## src/rtl/blink_sequencer_pkg.sv

```systemverilog
// blink_sequencer_pkg: shared state encodings and default sizing for the blink sequencer
package blink_sequencer_pkg;
  typedef enum logic [1:0] {
    S_IDLE  = 2'd0,
    S_ON    = 2'd1,
    S_OFF   = 2'd2,
    S_PAUSE = 2'd3
  } state_t;
  localparam int DEF_CLK_DIV = 50000;
  localparam int DEF_TICK_W  = 16;
  localparam int DEF_CNT_W   = 4;
endpackage

```

## src/rtl/tick_prescaler.sv

```systemverilog
// tick_prescaler: one-cycle tick every CLK_DIV enabled clocks
// Ports: clk, rst (async high), clr (sync count clear), en (count enable), tick (pulse out).
module tick_prescaler #(
  parameter int CLK_DIV = 50000
) (
  input  logic clk,
  input  logic rst,
  input  logic clr,
  input  logic en,
  output logic tick
);
  localparam int W = CLK_DIV > 1 ? $clog2(CLK_DIV) : 1;
  localparam logic [W-1:0] LAST = W'(CLK_DIV - 1);
  logic [W-1:0] r_cnt;
  assign tick = en && r_cnt == LAST;
  always_ff @(posedge clk or posedge rst)
    if (rst) r_cnt <= '0;
    else if (clr) r_cnt <= '0;
    else if (en) r_cnt <= tick ? '0 : r_cnt + 1'b1;
endmodule

```

## src/rtl/blink_sequencer.sv

```systemverilog
// blink_sequencer: start/stop-controlled LED burst sequencer
// Ports: clk, rst (async high); start/stop level requests; on_ticks/off_ticks/pause_ticks
// and burst_len config (latched at start); ledpin, busy, burst_done registered outputs.
module blink_sequencer
  import blink_sequencer_pkg::*;
#(
  parameter int CLK_DIV = DEF_CLK_DIV,
  parameter int TICK_W  = DEF_TICK_W,
  parameter int CNT_W   = DEF_CNT_W
) (
  input  logic              clk,
  input  logic              rst,
  input  logic              start,
  input  logic              stop,
  input  logic [TICK_W-1:0] on_ticks,
  input  logic [TICK_W-1:0] off_ticks,
  input  logic [TICK_W-1:0] pause_ticks,
  input  logic [CNT_W-1:0]  burst_len,
  output logic              ledpin,
  output logic              busy,
  output logic              burst_done
);
  state_t r_state, w_state_nxt;
  logic [TICK_W-1:0] r_on, r_off, r_pause, r_tcnt, w_tcnt_nxt, w_dur;
  logic [CNT_W-1:0] r_len, r_blinks, w_blinks_nxt;
  logic r_led, r_busy, r_done;
  logic w_tick, w_start, w_phase_end, w_last_blink, w_done_nxt, w_clr;
  tick_prescaler #(.CLK_DIV(CLK_DIV)) u_pre (
    .clk (clk),
    .rst (rst),
    .clr (w_clr),
    .en  (r_state != S_IDLE),
    .tick(w_tick)
  );
  assign w_start = r_state == S_IDLE && start && !stop && burst_len != '0;
  assign w_dur = r_state == S_ON ? r_on : r_state == S_OFF ? r_off : r_pause;
  // a zero duration behaves as one tick; PAUSE is never entered with zero
  assign w_phase_end = w_tick && r_tcnt == (w_dur == '0 ? '0 : w_dur - TICK_W'(1));
  assign w_last_blink = r_blinks + CNT_W'(1) == r_len;
  // prescaler restarts on every state change so each phase lasts whole ticks
  assign w_clr = w_state_nxt != r_state;
  always_comb begin
    w_state_nxt = r_state;
    w_blinks_nxt = r_blinks;
    w_done_nxt = 1'b0;
    case (r_state)
      S_IDLE: if (w_start) begin
        w_state_nxt = S_ON;
        w_blinks_nxt = '0;
      end
      S_ON: if (w_phase_end) w_state_nxt = S_OFF;
      S_OFF: if (w_phase_end) begin
        w_blinks_nxt = w_last_blink ? '0 : r_blinks + CNT_W'(1);
        w_done_nxt = w_last_blink;
        w_state_nxt = w_last_blink && r_pause != '0 ? S_PAUSE : S_ON;
      end
      default: if (w_phase_end) w_state_nxt = S_ON;
    endcase
    // stop overrides any phase change, including a pending done pulse
    if (r_state != S_IDLE && stop) begin
      w_state_nxt = S_IDLE;
      w_blinks_nxt = '0;
      w_done_nxt = 1'b0;
    end
    w_tcnt_nxt = w_state_nxt != r_state ? '0 : w_tick ? r_tcnt + TICK_W'(1) : r_tcnt;
  end
  always_ff @(posedge clk or posedge rst)
    if (rst) begin
      r_state <= S_IDLE;
      r_tcnt <= '0;
      r_blinks <= '0;
      r_on <= '0;
      r_off <= '0;
      r_pause <= '0;
      r_len <= '0;
      r_led <= 1'b0;
      r_busy <= 1'b0;
      r_done <= 1'b0;
    end else begin
      r_state <= w_state_nxt;
      r_tcnt <= w_tcnt_nxt;
      r_blinks <= w_blinks_nxt;
      r_led <= w_state_nxt == S_ON;
      r_busy <= w_state_nxt != S_IDLE;
      r_done <= w_done_nxt;
      if (w_start) begin
        r_on <= on_ticks;
        r_off <= off_ticks;
        r_pause <= pause_ticks;
        r_len <= burst_len;
      end
    end
  assign ledpin = r_led;
  assign busy = r_busy;
  assign burst_done = r_done;
endmodule

```

## config.mk

```make
export PLATFORM = sky130hd
export DESIGN_NAME = blink_sequencer
export DESIGN_NICKNAME = d
export VERILOG_FILES = /design/src/rtl/blink_sequencer_pkg.sv /design/src/rtl/tick_prescaler.sv /design/src/rtl/blink_sequencer.sv
export SDC_FILE = /design/constraint.sdc
export NUM_CORES = 1
export LEC_CHECK = 0
export BUFFER_PORTS_ARGS = -buffer_cell sky130_fd_sc_hd__buf_2
export CORE_MARGIN = 2
export CORE_UTILIZATION = 55
export CTS_CLUSTER_DIAMETER = 40
export DETAILED_ROUTE_END_ITERATION = 8
export PLACE_DENSITY = 0.85
export SETUP_SLACK_MARGIN = 0.5
export SYNTH_ARGS = -nofsm -noshare
export SYNTH_HDL_FRONTEND = slang
export SYNTH_HIERARCHICAL = 1
export SYNTH_SLANG_ARGS = --single-unit
export TNS_END_PERCENT = 20
```

## constraint.sdc

```tcl
create_clock -name clk -period 7.3 [get_ports clk]
set_clock_uncertainty 0.1 [all_clocks]
set_input_delay 0 -clock clk [delete_from_list [all_inputs] [get_ports clk]]
set_output_delay 0 -clock clk [all_outputs]
set_load 0.05 [all_outputs]
```

**Word-level counts from Yosys, hierarchy flattened**

Cells that the tools add are included.

- Mux-type cells: 23
- $add $sub $neg: 4
- Equal/unequal tests: 9
- Reduce and logical (&&, ||, !) cells: 18

Operator list:

| operator | number |
|---|---|
| 16-bit 2-to-1 mux | 8 |
| 16-bit by 1-bit adder with 16-bit output (second input constant) | 2 |
| 16-bit equality test | 1 |
| 16-bit equality test (second input constant) | 1 |
| 16-bit logical NOT | 1 |
| 4-bit 2-to-1 mux | 4 |
| 16-bit nonzero test | 1 |
| 16-bit by 1-bit subtractor with 16-bit output (second input constant) | 1 |
| 2-bit 2-to-1 mux | 6 |
| 4-bit one-hot mux with 2 select lines | 1 |
| 2-bit nonzero test | 4 |
| 1-bit logical AND | 7 |
| 3-bit by 2-bit != test with 1-bit output (second input constant) | 2 |
| 2-bit one-hot mux with 3 select lines | 1 |
| 4-bit by 1-bit adder with 4-bit output (second input constant) | 1 |
| 2-bit by 1-bit equality test with 1-bit output (second input constant) | 2 |
| 4-bit equality test | 1 |
| 4-bit nonzero test | 1 |
| 1-bit 2-to-1 mux | 3 |
| 3-bit AND reduction | 1 |
| 3-bit nonzero test | 1 |
| 2-bit equality test (second input constant) | 1 |
| 2-bit logical NOT | 1 |
| 2-bit != test | 1 |
| 1-bit logical NOT | 1 |

- Input bits: 56
- Logic and storage cells: 65
- Register bits after elaboration: 93
- Output and inout port bits: 3

**Longest topological paths before layout**

- Word-level depth: 12
- Mapped depth: 21

**Modules after synthesis**

The synthesis kept the hierarchy.

Modules (own cells, without submodules):

| module | area an instance (µm²) | seq. area each (µm²) | times used | cells an instance |
|---|---|---|---|---|
| blink_sequencer | 4608.2 | 1926.8 | 1 | 522 |
| tick_prescaler | 937.1 | 400.4 | 1 | 108 |

**Worst setup path after synthesis**

Ideal clock, no wire load.

- Path kind: register -> register
- Start: reg r_state[1]
- End: reg u_pre.r_cnt[14]
- Arrival time: 4.446 ns
- Setup slack: 2.676 ns
- Stages on the path, launching flop included: 21
- Path through: dfrtp_1 -> buf_6 -> buf_6 -> mux2i_1 -> mux2i_1 -> inv_1 -> ha_1 -> nand4_1 -> a211oi_1 -> and3_1 -> xor2_1 -> o221ai_1 -> a2111oi_2 -> a41oi_1 -> o21ai_2 -> buf_4 -> buf_2 -> o21ai_0 -> or3_1 -> or3_1 -> a21oi_1

- Word-level cells in the longest chain between the ends: 12

Ends and longest elaborated chain:

| item | line | text |
|---|---|---|
| from (decl) | blink_sequencer.sv:23 | `state_t r_state, w_state_nxt;` |
| from (signal assigned) | blink_sequencer.sv:80 | `r_state <= w_state_nxt;` |
| 2-bit equality test | blink_sequencer.sv:36, blink_sequencer.sv:46 |  |
| 16-bit 2-to-1 mux (2 in series) | blink_sequencer.sv:36 | `assign w_dur = r_state == S_ON ? r_on : r_state == S_OFF ? r_off : r_pause;` |
| 16-bit by 1-bit subtractor with 16-bit output / 16-bit logical NOT (equally long branches) | blink_sequencer.sv:38 | `assign w_phase_end = w_tick && r_tcnt == (w_dur == '0 ? '0 : w_dur - TICK_W'(1));` |
| 16-bit 2-to-1 mux | blink_sequencer.sv:38 |  |
| 16-bit equality test | blink_sequencer.sv:38 |  |
| 1-bit logical AND | blink_sequencer.sv:38 |  |
| 2-bit 2-to-1 mux, on equally long branches | blink_sequencer.sv:57, blink_sequencer.sv:51, blink_sequencer.sv:52 |  |
| 2-bit one-hot mux with 3 select lines | blink_sequencer.sv:46 | `case (r_state)` |
| 2-bit 2-to-1 mux | blink_sequencer.sv:60 | `if (r_state != S_IDLE && stop) begin` |
| 2-bit != test (*) | blink_sequencer.sv:41 | `assign w_clr = w_state_nxt != r_state;` |
| via w_clr | blink_sequencer.sv:27 | `logic w_tick, w_start, w_phase_end, w_last_blink, w_done_nxt, w_clr;` |
| 16-bit 2-to-1 mux / 2-bit nonzero test (equally long branches) | -- |  |
| to (signal assigned) | tick_prescaler.sv:19 | `else if (en) r_cnt <= tick ? '0 : r_cnt + 1'b1;` |
| to (decl) | tick_prescaler.sv:14 | `logic [W-1:0] r_cnt;` |

The timed path passes the listed nets; every way through them passes the cells marked *. The select of a mux whose other input is x is not followed.
A chain may end at the register's enable or synchronous reset.

**Final worst setup path**

- Start: reg r_state[1]
- End: reg u_pre.r_cnt[14]

- Word-level cells in the longest chain between the ends: 12

Ends and longest elaborated chain:

| item | line |
|---|---|
| 2-bit equality test | blink_sequencer.sv:36, blink_sequencer.sv:46 |
| 16-bit 2-to-1 mux (2 in series) | blink_sequencer.sv:36 |
| 16-bit by 1-bit subtractor with 16-bit output / 16-bit logical NOT (equally long branches) | blink_sequencer.sv:38 |
| 16-bit 2-to-1 mux | blink_sequencer.sv:38 |
| 16-bit equality test | blink_sequencer.sv:38 |
| 1-bit logical AND | blink_sequencer.sv:38 |
| 2-bit 2-to-1 mux, on equally long branches | blink_sequencer.sv:57, blink_sequencer.sv:51, blink_sequencer.sv:52 |
| 2-bit one-hot mux with 3 select lines | blink_sequencer.sv:46 |
| 2-bit 2-to-1 mux | blink_sequencer.sv:60 |
| 2-bit != test | blink_sequencer.sv:41 |
| 16-bit 2-to-1 mux / 2-bit nonzero test (equally long branches) | -- |

Several ways; a longest one is shown, not always the timed one. The select of a mux whose other input is x is not followed.

==> run summary <==
Largest net degree at the start of global routing: 78
Outcome: finished, final reports clean
R2r worst-path depth: 14
FF+latch count, synth: 93
Average size of a mapped cell: 8.80 um^2
Crit path kind: reg -> reg
Final core occ: 67.6%
H-tree lvl count: 3
RSZ-0062 raised after global routing: false
Port Buffers: 58
CP Buf/Inv Count: 1
Syn-to-layout area delta: 19.1%
Total of max-cap violations: 0
Leakage: 2.92 nW
Clock power frac: 24.6%
Worst vdd ir: 0.194 mV
Cells along the critical path: nand2b_1 -> o221ai_1 -> or4b_4 -> nor2_4 -> nand2_1 -> a211o_1 -> a2111oi_2 -> a41oi_1 -> o21ai_2 -> buf_4 -> o21ai_0 -> or3_1 -> or3_1 -> a21oi_1
GP Congestion: 0.949
GRT overflow: 0
Worst r2r dst: u_pre/r_cnt[14]
Synth warnings: 6
Die area: 10900 um^2
Worst-path maximum fanout: 32
Number of flops mapped to enable cells by yosys: 0
Final Non-Filler Cells: 863
CORE AREA: 9770 um^2
Crit path capture: u_pre/r_cnt[14]
Critical path depth in cells: 14
Antenna-violating nets left: 0
Top delay family on crit path: simple AND/OR/NAND/NOR gates
Total power draw: 1.39 mW
Fmax: 0.168 GHz
Dpl ws: 1.49 ns
Post-synth ARST share: 100%
Crit. End Element: register
GRT Util Overall: 28.1%
CP max stage cell: dfrtp_1
Setup TNS: 0 ns
GRT busiest layer: met2
Post-route clock period utilization: 81.4%
Reported net switching power: 0.482 mW
# rows: 36
Via Count: 5146
Ports: 59
DRT Pass-1 Iters: 5
Power Internal: 0.908 mW
Drt initial violations: 366
Post-DP HPWL: 9410 um
Clock buffer count from CTS: 9
CP dominant cell by count: or3_1
Final setup vio count: 0
CTS tree: done
Cells after synthesis: 630
Worst Tran Pin Value: 1.07 ns
Die Width: 104 um
Critical path launch point: r_state[1]
Worst EP arrival: 6.14 ns
Fin crit period: 5.95 ns
Root Buffer: clkbuf_8
Reg power frac: 46.5%
Main flop type after synthesis: dfrtp_1
Sw frac: 34.7%
Power per cell area: 210 nW/um^2
R2R Setup Slk: 1.35 ns
Slew margin rel.: 28.9%
First-pass GRT wire length: 24500 um
Final hold vios: 0
# fillers: 737
Vias in the first global route: 5043
FF-to-FF Start: r_state[1]
Worst Setup Start Kind: register
WL/cell: 17.1 um
Sequential fraction of the synthesis area: 42.0%
Clock Tree Buf Depth: 2
Met1 GRT Util: 35.0%
Met2 usage: 47.0%
Final worst slack: 1.35 ns
Largest stage delay, worst path: 1.06 ns
Die height: 104 um
Syn_nets: 691
NumNets Final: 785
Inst Count DP: 792
Initial Util: 56.7%
Slew Viols, Final: 0
Data required, critical path: 7.49 ns
HP Class: in -> reg
Initial antenna violation count: 1
Combinational Power Share: 28.9%
Hold_buf cts: 54
Met3 global-route usage: 6.20%
Drt total wl: 14800 um
Synthesized cell area: 5550 um^2
Share of layout cells above drive strength 1: 14.1%
Clock transition at path regs: 0.09 ns
Clock Sinks: 93
Vias per Instance: 5.96
Postcts setup bufs: 0
Worst-Skew Late Latency: 0.38 ns
Post-CTS sizing: 0
Post-synthesis cell type count: 73
# DRC: 0
-- cell usage after synthesis, drive strengths merged, types with 3 or more instances --
library cell  instances  area [um^2]
nand2               164          616
dfrtp                93         2330
nor2                 44          175
xnor2                26          228
mux2i                21          210
nand3                21          110
xor2                 19          166
buf                  17          104
nor3                 17         85.1
clkbuf               16         60.1
inv                  16         60.1
nand4                15          109
o21ai                14         73.8
or3b                 13          114
nor4                 12          105
a21oi                11         55.1
nand2b               11         68.8
o211ai                9         72.6
o221ai                8         70.1
and3                  6         37.5
a22o                  5         43.8
ha                    5         62.6
or3                   5         31.3
nor4b                 4         35.0
o31ai                 4         30.0
a2111oi               3         32.5
a211o                 3         26.3
a32oi                 3         26.3
and2                  3         18.8
and3b                 3         26.3
-- worst min-delay path by stage --
stage	startpoint	to	slack (ns)	cells past startpoint
finish	start	r_len[2]	0.08	3
global route	start	r_len[2]	0.10	3
CTS	start	r_len[2]	0.07	3
detailed placement	rst	u_pre/r_cnt[13]	0.02	2
global placement	rst	u_pre/r_cnt[13]	0.01	2
floorplan	rst	u_pre/r_cnt[0]	-0.19	1
-- flip-flops by register name, summed over array words and instances, names as in the netlist --
register     flops
r_off           16
ledpin           1
burst_done       1
r_tcnt          16
u_pre/r_cnt     16
r_on            16
r_pause         16
r_blinks         4
r_state          2
busy             1
r_len            4
-- worst min-delay path: stages --
cell and delay, ns:
buf_2 0.09, nor3b_1 0.19, a22o_1 0.24
-- stage by stage --
step | hold slack [ns] | area, um^2
2_1_floorplan | -0.186 | 5550
3_3_place_gp | 0.0111 | 5880
3_5_place_dp | 0.0247 | 5880
4_1_cts | 0.0734 | 6600
5_1_grt | 0.101 | 6610
6_report | 0.0828 | 6610
-- metal layers --
layer | wire, um | vias to the layer above | part of all wire, %
li1 | - | 2394 | -
met1 | 6280 | 2496 | 42
met2 | 7150 | 212 | 48
met3 | 871 | 44 | 5.9
met4 | 473 | 0 | 3.2
met5 | 0 | - | 0
-- cell type report --
class                      count  area [um^2]  share of cell area, %
tap                          133          166                   2.52
clock buffer                  13          139                   2.10
inverter                      16         60.1                  0.909
multi-input combinational    488         3000                   45.5
clock inverter                 3         46.3                  0.701
sequential                    93         2330                   35.2
timing repair buffer         116          861                   13.0
antenna                        1         2.50                 0.0379
-- placed cells by master, fill, tap and decap left out, types with 6 or more instances in the layout --
cell type	count
a21oi_1	11
and3_1	6
buf_2	58
clkbuf_8	9
dfrtp_1	93
dlygate4sd3_1	54
inv_1	15
mux2i_1	21
nand2_1	164
nand2b_1	11
nand3_1	20
nand4_1	14
nor2_1	42
nor3_1	17
nor4_1	10
o211ai_1	8
o21ai_0	11
o221ai_1	8
or3b_2	9
xnor2_1	26
xor2_1	19
-- power groups by stage --
stage	registers, mW	logic, mW	clock network [mW]
CTS	0.642	0.388	0.345
finish	0.646	0.401	0.342
detailed placement	0.651	0.364	0
global placement	0.650	0.351	0
global route	0.653	0.441	0.368
floorplan	0.632	0.286	0
-- cell families after synthesis --
logic type / share of synthesized area (%)
simple gates: 29.5
flops: 42.0
compound gates: 11.7
buf+inv: 4.04
xor+xnor: 7.51
mux: 4.20
fa+ha+maj: 1.13
Power figures use the tool's default switching activity.
